**src/rtl/game2048_pkg.sv**
```systemverilog
// game2048_pkg: shared state/direction codes, key bit positions and controller FSM states.
package game2048_pkg;
    localparam logic [1:0] ST_INIT = 2'b00;
    localparam logic [1:0] ST_PLAY = 2'b01;
    localparam logic [1:0] ST_WIN  = 2'b10;
    localparam logic [1:0] ST_LOSE = 2'b11;
    localparam logic [1:0] DIR_UP    = 2'b00;
    localparam logic [1:0] DIR_DOWN  = 2'b01;
    localparam logic [1:0] DIR_LEFT  = 2'b10;
    localparam logic [1:0] DIR_RIGHT = 2'b11;
    localparam int KEY_UP    = 3;
    localparam int KEY_DOWN  = 2;
    localparam int KEY_LEFT  = 1;
    localparam int KEY_RIGHT = 0;
    typedef enum logic [2:0] {INIT_S0, INIT_S1, IDLE, MOVE, SPAWN, CHECK, WIN, LOSE} fsm_t;
    function automatic logic [1:0] state_code(fsm_t s);
        return (s == INIT_S0 || s == INIT_S1) ? ST_INIT :
               (s == WIN) ? ST_WIN : (s == LOSE) ? ST_LOSE : ST_PLAY;
    endfunction
endpackage

```
**src/rtl/game_ctrl2048_if.sv**
```systemverilog
// game_ctrl2048_if: key pins, board-engine handshake and game status between controller and engine.
//   master (controller): drives mv_req/mv_dir/spawn_req/step/score/state; reads keys, dones, flags.
//   slave  (engine side): the mirror image.
interface game_ctrl2048_if #(
    parameter int STEP_W  = 8,
    parameter int SCORE_W = 8
);
    logic [3:0]         keyin;
    logic               mv_req;
    logic [1:0]         mv_dir;
    logic               mv_done;
    logic               mv_changed;
    logic [SCORE_W-1:0] mv_gain;
    logic               spawn_req;
    logic               spawn_done;
    logic               has_2048;
    logic               has_empty;
    logic               can_merge;
    logic [STEP_W-1:0]  step;
    logic [SCORE_W-1:0] score;
    logic [1:0]         state;
    modport master (
        input  keyin, mv_done, mv_changed, mv_gain, spawn_done, has_2048, has_empty, can_merge,
        output mv_req, mv_dir, spawn_req, step, score, state
    );
    modport slave (
        output keyin, mv_done, mv_changed, mv_gain, spawn_done, has_2048, has_empty, can_merge,
        input  mv_req, mv_dir, spawn_req, step, score, state
    );
endinterface

```
**src/rtl/key_debounce2048.sv**
```systemverilog
// key_debounce2048: registers raw keys and emits one key_evt pulse per stable one-hot press.
//   clk, rst   : clock, synchronous active-high reset
//   i_keyin    : raw key levels (bit3 up, bit2 down, bit1 left, bit0 right)
//   o_key_evt  : one-cycle accepted-key pulse
//   o_key_dir  : direction of the registered key code
module key_debounce2048
    import game2048_pkg::*;
#(
    parameter int DEBOUNCE = 2
) (
    input  logic       clk,
    input  logic       rst,
    input  logic [3:0] i_keyin,
    output logic       o_key_evt,
    output logic [1:0] o_key_dir
);
    logic [3:0] r_keyin_q;
    logic [3:0] r_cnt;
    logic       r_armed;
    logic       w_stable;

    // the sample about to be taken matching the held one means the key stayed put for another cycle
    assign w_stable  = (i_keyin == r_keyin_q) && $onehot(r_keyin_q);
    assign o_key_evt = r_armed && (r_cnt == 4'(DEBOUNCE));
    assign o_key_dir = r_keyin_q[KEY_UP]   ? DIR_UP   :
                       r_keyin_q[KEY_DOWN] ? DIR_DOWN :
                       r_keyin_q[KEY_LEFT] ? DIR_LEFT : DIR_RIGHT;

    always_ff @(posedge clk) begin
        if (rst) begin
            r_keyin_q <= '0;
            r_cnt     <= '0;
            r_armed   <= 1'b0;
        end else begin
            r_keyin_q <= i_keyin;
            // saturate so a long hold never wraps back through DEBOUNCE
            r_cnt     <= !w_stable ? 4'd0 : r_cnt + 4'(~&r_cnt);
            // re-arm only after a full release, so a held key fires once
            r_armed   <= (r_keyin_q == 4'd0) ? 1'b1 : (o_key_evt ? 1'b0 : r_armed);
        end
    end
endmodule

```
**src/rtl/game_ctrl2048.sv**
```systemverilog
// game_ctrl2048: 2048 game-flow controller (move -> spawn -> check sequencing, step/score, game state).
//   clk, rst : clock, synchronous active-high reset
//   bus      : master side of game_ctrl2048_if (keys, move/spawn handshakes, status flags, counters)
module game_ctrl2048
    import game2048_pkg::*;
#(
    parameter int DEBOUNCE = 2,
    parameter int STEP_W   = 8,
    parameter int SCORE_W  = 8
) (
    input  logic              clk,
    input  logic              rst,
    game_ctrl2048_if.master   bus
);
    fsm_t               r_state;
    fsm_t               w_next;
    logic               r_mv_req;
    logic [1:0]         r_mv_dir;
    logic               r_spawn_req;
    logic               r_pend_v;
    logic [1:0]         r_pend_dir;
    logic [STEP_W-1:0]  r_step;
    logic [SCORE_W-1:0] r_score;
    logic               w_key_evt;
    logic [1:0]         w_key_dir;
    logic               w_mv_fire;
    logic               w_spawn_fire;
    logic [SCORE_W:0]   w_sum;

    key_debounce2048 #(.DEBOUNCE(DEBOUNCE)) u_key (
        .clk       (clk),
        .rst       (rst),
        .i_keyin   (bus.keyin),
        .o_key_evt (w_key_evt),
        .o_key_dir (w_key_dir)
    );

    // done pulses count only in the state that owns the matching request
    assign w_mv_fire    = (r_state == MOVE) && bus.mv_done;
    assign w_spawn_fire = (r_state == INIT_S0 || r_state == INIT_S1 || r_state == SPAWN) && bus.spawn_done;
    assign w_sum        = {1'b0, r_score} + {1'b0, bus.mv_gain};

    always_comb begin
        w_next = r_state;
        case (r_state)
            INIT_S0: w_next = bus.spawn_done ? INIT_S1 : INIT_S0;
            INIT_S1: w_next = bus.spawn_done ? IDLE : INIT_S1;
            IDLE:    w_next = (r_pend_v || w_key_evt) ? MOVE : IDLE;
            MOVE:    w_next = !bus.mv_done ? MOVE : (bus.mv_changed ? SPAWN : IDLE);
            SPAWN:   w_next = bus.spawn_done ? CHECK : SPAWN;
            CHECK:   w_next = bus.has_2048 ? WIN : ((bus.has_empty || bus.can_merge) ? IDLE : LOSE);
            default: w_next = r_state;
        endcase
    end

    always_ff @(posedge clk) begin
        if (rst) begin
            r_state     <= INIT_S0;
            r_mv_req    <= 1'b0;
            r_mv_dir    <= DIR_UP;
            r_spawn_req <= 1'b0;
            r_pend_v    <= 1'b0;
            r_pend_dir  <= DIR_UP;
            r_step      <= '0;
            r_score     <= '0;
        end else begin
            r_state     <= w_next;
            r_mv_req    <= (w_next == MOVE);
            // the fire term drops the request for a cycle between the two starting tiles
            r_spawn_req <= (w_next == INIT_S0 || w_next == INIT_S1 || w_next == SPAWN) && !w_spawn_fire;
            if (r_state == IDLE && w_next == MOVE)
                r_mv_dir <= r_pend_v ? r_pend_dir : w_key_dir;
            if (w_next == WIN || w_next == LOSE)
                r_pend_v <= 1'b0;
            else if (w_key_evt && r_state != IDLE) begin
                r_pend_v   <= 1'b1;
                r_pend_dir <= w_key_dir;
            end else if (r_state == IDLE && r_pend_v)
                r_pend_v <= 1'b0;
            if (w_mv_fire && bus.mv_changed) begin
                r_step  <= r_step + STEP_W'(~&r_step);
                r_score <= w_sum[SCORE_W] ? '1 : w_sum[SCORE_W-1:0];
            end
        end
    end

    assign bus.mv_req    = r_mv_req;
    assign bus.mv_dir    = r_mv_dir;
    assign bus.spawn_req = r_spawn_req;
    assign bus.step      = r_step;
    assign bus.score     = r_score;
    assign bus.state     = state_code(r_state);
endmodule
```
**src/flat_wrapper.sv**
```systemverilog
// flat-port wrapper written by rule: the top's interface ports become plain ports
module game_ctrl2048_flat import game2048_pkg::*;
#(
    parameter int DEBOUNCE = 2,
    parameter int STEP_W   = 8,
    parameter int SCORE_W  = 8
)
  (clk, rst, bus_keyin, bus_mv_done, bus_mv_changed, bus_mv_gain, bus_spawn_done, bus_has_2048, bus_has_empty, bus_can_merge, bus_mv_req, bus_mv_dir, bus_spawn_req, bus_step, bus_score, bus_state);
  game_ctrl2048_if #(.STEP_W(STEP_W), .SCORE_W(SCORE_W)) bus_i ();
  input  logic clk;
  input  logic rst;
  input wire logic [$bits(bus_i.keyin)-1:0] bus_keyin;
  input wire logic [$bits(bus_i.mv_done)-1:0] bus_mv_done;
  input wire logic [$bits(bus_i.mv_changed)-1:0] bus_mv_changed;
  input wire logic [$bits(bus_i.mv_gain)-1:0] bus_mv_gain;
  input wire logic [$bits(bus_i.spawn_done)-1:0] bus_spawn_done;
  input wire logic [$bits(bus_i.has_2048)-1:0] bus_has_2048;
  input wire logic [$bits(bus_i.has_empty)-1:0] bus_has_empty;
  input wire logic [$bits(bus_i.can_merge)-1:0] bus_can_merge;
  output wire logic [$bits(bus_i.mv_req)-1:0] bus_mv_req;
  output wire logic [$bits(bus_i.mv_dir)-1:0] bus_mv_dir;
  output wire logic [$bits(bus_i.spawn_req)-1:0] bus_spawn_req;
  output wire logic [$bits(bus_i.step)-1:0] bus_step;
  output wire logic [$bits(bus_i.score)-1:0] bus_score;
  output wire logic [$bits(bus_i.state)-1:0] bus_state;
  assign bus_i.keyin = bus_keyin;
  assign bus_i.mv_done = bus_mv_done;
  assign bus_i.mv_changed = bus_mv_changed;
  assign bus_i.mv_gain = bus_mv_gain;
  assign bus_i.spawn_done = bus_spawn_done;
  assign bus_i.has_2048 = bus_has_2048;
  assign bus_i.has_empty = bus_has_empty;
  assign bus_i.can_merge = bus_can_merge;
  assign bus_mv_req = bus_i.mv_req;
  assign bus_mv_dir = bus_i.mv_dir;
  assign bus_spawn_req = bus_i.spawn_req;
  assign bus_step = bus_i.step;
  assign bus_score = bus_i.score;
  assign bus_state = bus_i.state;
  game_ctrl2048 #(.DEBOUNCE(DEBOUNCE), .STEP_W(STEP_W), .SCORE_W(SCORE_W)) u_core (.clk(clk), .rst(rst), .bus(bus_i));
endmodule
```
**config.mk**
```make
export PLATFORM = sky130hd
export DESIGN_NAME = game_ctrl2048_flat
export DESIGN_NICKNAME = d
export VERILOG_FILES = /design/src/rtl/game2048_pkg.sv /design/src/rtl/game_ctrl2048_if.sv /design/src/rtl/key_debounce2048.sv /design/src/rtl/game_ctrl2048.sv /design/src/flat_wrapper.sv
export SDC_FILE = /design/constraint.sdc
export NUM_CORES = 1
export LEC_CHECK = 0
export BUFFER_PORTS_ARGS = -buffer_cell sky130_fd_sc_hd__clkbuf_2
export CAP_MARGIN = 40
export CORE_ASPECT_RATIO = 0.5
export CORE_MARGIN = 2
export CORE_UTILIZATION = 25
export CTS_BUF_LIST = sky130_fd_sc_hd__clkbuf_16
export CTS_CLUSTER_DIAMETER = 80
export DETAILED_ROUTE_END_ITERATION = 8
export GPL_ROUTABILITY_DRIVEN = 0
export RECOVER_POWER = 100
export SLEW_MARGIN = 10
export SYNTH_ARGS = -nofsm -noshare
export SYNTH_HDL_FRONTEND = slang
export SYNTH_SLANG_ARGS = --single-unit
```
**constraint.sdc**
```tcl
create_clock -name clk -period 2.8 [get_ports clk]
set_input_delay 0 -clock clk [delete_from_list [all_inputs] [get_ports clk]]
set_output_delay 0 -clock clk [all_outputs]
set_load 0.05 [all_outputs]
```
* After elaboration in Yosys (flattened, before gate mapping)
Index checks and enable logic that the tools add are counted.
** Storage, ports and cells
- Register bits :: 35
- Input bits :: 20
- Output and inout port bits :: 22
- Logic and storage cells :: 85
** Cells by class
- Add/sub/neg operators :: 6
- Equal/unequal tests :: 16
- Mux-type cells :: 21
- Bitwise operators :: 2
- Reductions and logical operators :: 29
** Operators with widths (count)
- == test 3 bit (second input constant) :: 7
- one-hot mux 3 bit (6 select lines) :: 1
- 2-to-1 mux 2 bit :: 7
- 2-to-1 mux 3 bit :: 4
- adder 8 x 8 -> 9 bit :: 1
- == test 3 x 1 -> 1 bit (second input constant) :: 3
- == test 3 x 2 -> 1 bit (second input constant) :: 3
- logical AND 1 bit :: 9
- adder 8 x 1 -> 8 bit :: 1
- 2-to-1 mux 1 bit :: 8
- 2-to-1 mux 8 bit :: 1
- AND reduction 8 bit :: 1
- logical OR 1 bit :: 7
- logical NOT 3 bit :: 2
- adder 1 x 1 -> 2 bit :: 2
- adder 4 x 1 -> 4 bit :: 1
- == test 4 x 2 -> 1 bit (second input constant) :: 1
- == test 4 bit :: 1
- logical NOT 4 bit :: 1
- AND reduction 4 bit :: 1
- nonzero test 2 bit :: 2
- OR reduction 2 bit :: 2
- adder 2 x 2 -> 3 bit :: 1
- logical NOT 1 bit :: 3
- 3 further kinds :: 4

* Depth between registers and ports, before layout
- Word-level depth :: 9
- Gate-level depth with buffers :: 8
- Depth with buffers taken out :: 8

* Modules after synthesis
A second synthesis with hierarchy kept.
** Second synthesis, totals
- Cell total of the unflattened synthesis :: 227
- Area, all modules :: 2099.5 µm²
** Modules (own cells, without submodules)
- game_ctrl2048 :: instances 1, cells each 179, area an instance 1635.3 µm², sequential area each 520.5 µm²
- key_debounce2048 :: instances 1, cells each 48, area an instance 464.2 µm², sequential area each 180.2 µm²

* Worst setup path before layout
OpenSTA, ideal clock, no wires.
- Kind :: reg-to-reg
- Start point :: register u_core.r_score[0] (netlist: u_core.bus.score[0])
- End point :: register u_core.r_score[6] (netlist: u_core.bus.score[6])
- Setup time :: 79 ps
- Arrival time :: 2237 ps
- Data required time :: 2721 ps
- Slack :: 484 ps
- Cell stages (with the launch flop) :: 9
- Path buffers :: 0
- Clock period less this slack :: 2316 ps
- Path through :: dfxtp_1 -> ha_1 -> inv_1 -> fa_1 -> nor2b_1 -> o31ai_2 -> a21oi_1 -> mux2_2 -> a211oi_2
** Between the ends
- Cells in the longest elaborated chain, start to end :: 2
** Ends and longest elaborated chain
- start: declaration :: line game_ctrl2048.sv:23 : logic [SCORE_W-1:0] r_score;
- start signal: assignment :: line game_ctrl2048.sv:82 : r_score <= w_sum[SCORE_W] ? '1 : w_sum[SCORE_W-1:0];
- adder 8 x 8 -> 9 bit :: line game_ctrl2048.sv:41 : assign w_sum = {1'b0, r_score} + {1'b0, bus.mv_gain};
- 2-to-1 mux 8 bit :: line game_ctrl2048.sv:82
No other way between the ends.
A chain may end at the register's enable or synchronous reset.

* Worst setup path after layout
- Start point :: register u_core.r_score[0] (netlist: u_core.bus.score[0])
- End point :: register u_core.r_score[3] (netlist: u_core.bus.score[3])
Same word-level chain as after synthesis.

==> flow_summary_export.csv <==
group,metric,value,unit
floorplanning,dieArea,8700,sq um
drt,ant_nets,0,
finish,drive_gt1_frac,0.107,
min_path,hold-path-endpoint,"u_core.bus.spawn_req",
floorplanning,rows,22,
clock_tree,ctsResizeCount,0,
synth,synth_cells,226,
drt,drcViolationCount,0,
global_route,antenna_found_initial,0,
timing,fin_setup_tns,0,ns
timing,slew_headroom,0.507,
global_route,grt_pass1_wl,7420,um
pwr,power_density,521,nW/um^2
synth,yosys_warnings,0,
clock_tree,root_buffer,"clkbuf_16",
floorplanning,die_w,130,um
drt,via_per_inst,4.50,
drt,routedWlPerCell,11.8,um
global_route,grt-ovfl-total,0,
drt,wl,4460,um
timing,fin_skew,0.00517,ns
finish,num-fill-cells,775,
setup_path,cp_max_fo,6,
clock_tree,cts_hold_buffers,4,
clock_tree,cts_tree,"done",
global_route,grt_max_degree,32,
setup_path,cp.required,2.92,ns
min_path,timing.hold.worst_path_depth,4,
setup_path,crit_chain,"ha_1 -> inv_1 -> fa_1 -> nor2b_1 -> o31ai_1 -> nand2_1 -> a311oi_2 -> a211oi_1",
flow_run,maxCapViolations,0,
pwr,ir_drop,0.192,mV
place,dp_hpwl,3240,um
synth,yosysUniqueCellTypes,44,
setup_path,cp_slowest_cell,"a311oi_2",
timing,drv_slew,0,
status,outcome,"finished, final reports clean",
timing,worst_hold_slack,0.0572,ns
synth,synth_area_per_cell,8.78,sq um
finish,final_nets,307,
clock_tree,post_cts_buffers,0,
synth,synth_nets,263,
setup_path,cp-end-kind,"register",
clock_tree,cts_buffers,5,
setup_path,crit_arrival,2.44,ns
finish,diodes,0,
clock_tree,cts_max_path_buffers,2,
min_path,min-delay-path-class,"in -> reg",
setup_path,r2r_cells,8,
min_path,worstHoldStart,"bus_spawn_done",
setup_path,slowest_delay,0.55,ns
pwr,total_power,1.27,mW
finish,synthToLayoutAreaGrowth,22.5,%
synth,ys_dominant_reg_cell,"dfxtp_1",
synth,synth_edf_count,0,
timing,min_period_over_period,0.827,
timing,fmax,432,MHz
global_route,grt_pass1_vias,1727,
clock_tree,clock_sinks,35,
timing,setup_viol,0,
drt,drt_iter0_drc,120,
setup_path,cp-start-kind,"register",
timing,tightestPinTransition,0.740,ns
place,portBuffers,41,
timing,layout_min_cycle_time,2.31,ns
synth,async_flop_share,0,
global_route,track_usage,0.110,
drt,dr.pass1.iters,4,
synth,syn-cell-area,1980,sq um
synth,synth-seq-cells,35,
floorplanning,die_h,67.0,um
pwr,p_leak,0.951,nW
drt,vias,1706,
clock_tree,insertion_delay,0.28,ns
clock_tree,cts_max_level,2,
setup_path,r2r_start,"u_core.bus.score[0]",
floorplanning,start_util,0.264,
floorplanning,pin_count,42,
setup_path,r2r_end,"u_core.bus.score[3]",
setup_path,worstSetupPathType,"reg -> reg",
setup_path,worst-r2r-setup-slack,0.49,ns
synth,ys_seq_area_frac,0.353,
clock_tree,clkTransAtPathRegs,0.06,ns
timing,rsz0062_at_grt,"false",
floorplanning,design.core.area,7510,sq um
timing,hold_viol_final,0,
[cell usage after synthesis, drive strengths merged, types with 4 or more instances]
master,n,share of area
nand4,6,0.019
dfxtp,35,0.35
nor3,7,0.020
xnor2,4,0.018
a211oi,8,0.033
a21oi,11,0.028
inv,12,0.023
mux2i,5,0.025
nor2,33,0.062
nor2b,8,0.025
nand2,16,0.030
ha,15,0.095
xor2,11,0.049
nand2b,4,0.013
buf,5,0.013
nand3,5,0.013
[stage by stage]
stage,area (sq um),std cells,utilization,setup slack [ns]
detailed placement,2290,367,0.304,0.558
global placement,2290,367,0.304,0.695
global route,2430,379,0.323,0.311
floorplan,1980,226,-,0.484
finish,2430,379,0.323,0.485
CTS,2490,379,0.332,0.532
[cells by family after synthesis]
family                     share of synthesized area
xor gates and xnor gates                      0.0662
and+or+nand+nor                                0.254
DFF                                            0.353
muxes                                         0.0366
buffers and inverters                         0.0410
AOI/OAI and AO/OA                              0.134
adders and majority gates                      0.115
[cells in the final DEF (no fill, tap or decap), types with 3 or more instances in the layout]
master,n
a211oi_1,7
a21oi_1,11
and2_1,3
and3_1,3
clkbuf_1,26
clkbuf_16,5
clkbuf_2,15
dfxtp_1,35
dlygate4sd3_1,4
ha_1,15
inv_1,12
mux2i_1,5
nand2_1,16
nand2b_1,4
nand3_1,5
nand4_1,6
nor2_1,33
nor2b_1,8
nor3_1,7
or3_1,3
xnor2_1,4
xor2_1,11
[where the power goes]
part	switching, mW	total, mW	leakage (nW)	internal, mW
combinational	0.0695	0.121	0.586	0.0517
clock	0.209	0.624	0.0812	0.415
sequential	0.0119	0.520	0.284	0.508
[worst max-delay path, delay by kind of cell (launching register included)]
family | cells | cell delay, ns
AND/OR/NAND/NOR | 2 | 0.18
adder cells (fa/ha/maj) | 2 | 0.42
AO/OA/AOI/OAI | 3 | 1.15
flip-flops | 1 | 0.32
buffers and inverters | 1 | 0.08
[state kept, by name (all words and copies together) (netlist names)]
signal and flops:
u_core.bus.mv_dir 2, u_core.u_key.r_cnt 4, u_core.bus.score 8, u_core.bus.mv_req 1, u_core.u_key.r_keyin_q 4, u_core.r_pend_v 1, u_core.r_pend_dir 2, u_core.u_key.r_armed 1
u_core.bus.spawn_req 1, u_core.bus.step 8, u_core.r_state 3
[area by class of cell]
cell class / count / area, sq um / area share
clock buffers: 5 / 125 / 0.0515
clock inverters: 3 / 38.8 / 0.0160
inverters: 12 / 45.0 / 0.0185
multi-input cells: 171 / 1170 / 0.482
flip-flops and latches: 35 / 701 / 0.289
well taps: 108 / 135 / 0.0556
repair buffers: 45 / 213 / 0.0876
[worst max-delay path by stage]
stage                                          from                    end  slack (ns)
final                           u_core.bus.score[0]    u_core.bus.score[3]        0.49
after global routing            u_core.bus.score[0]    u_core.bus.score[3]        0.31
after CTS                 u_core.u_key.r_keyin_q[0]  u_core.u_key.r_cnt[1]        0.53
after detailed placement  u_core.u_key.r_keyin_q[0]  u_core.u_key.r_cnt[1]        0.56
after global placement    u_core.u_key.r_keyin_q[0]  u_core.u_key.r_cnt[1]        0.69
after floorplan                 u_core.bus.score[0]    u_core.bus.score[6]        0.48
[routing by layer]
| layer | track usage | vias up | wire length, um |
|---|---|---|---|
| met5 | 0 | - | 0 |
| met4 | 0.0511 | 0 | 53 |
| met3 | 0.0394 | 6 | 177 |
| met2 | 0.196 | 24 | 2300 |
| met1 | 0.117 | 804 | 1920 |
| li1 | - | 872 | - |
Note: power is estimated with default switching activity, not from simulation.
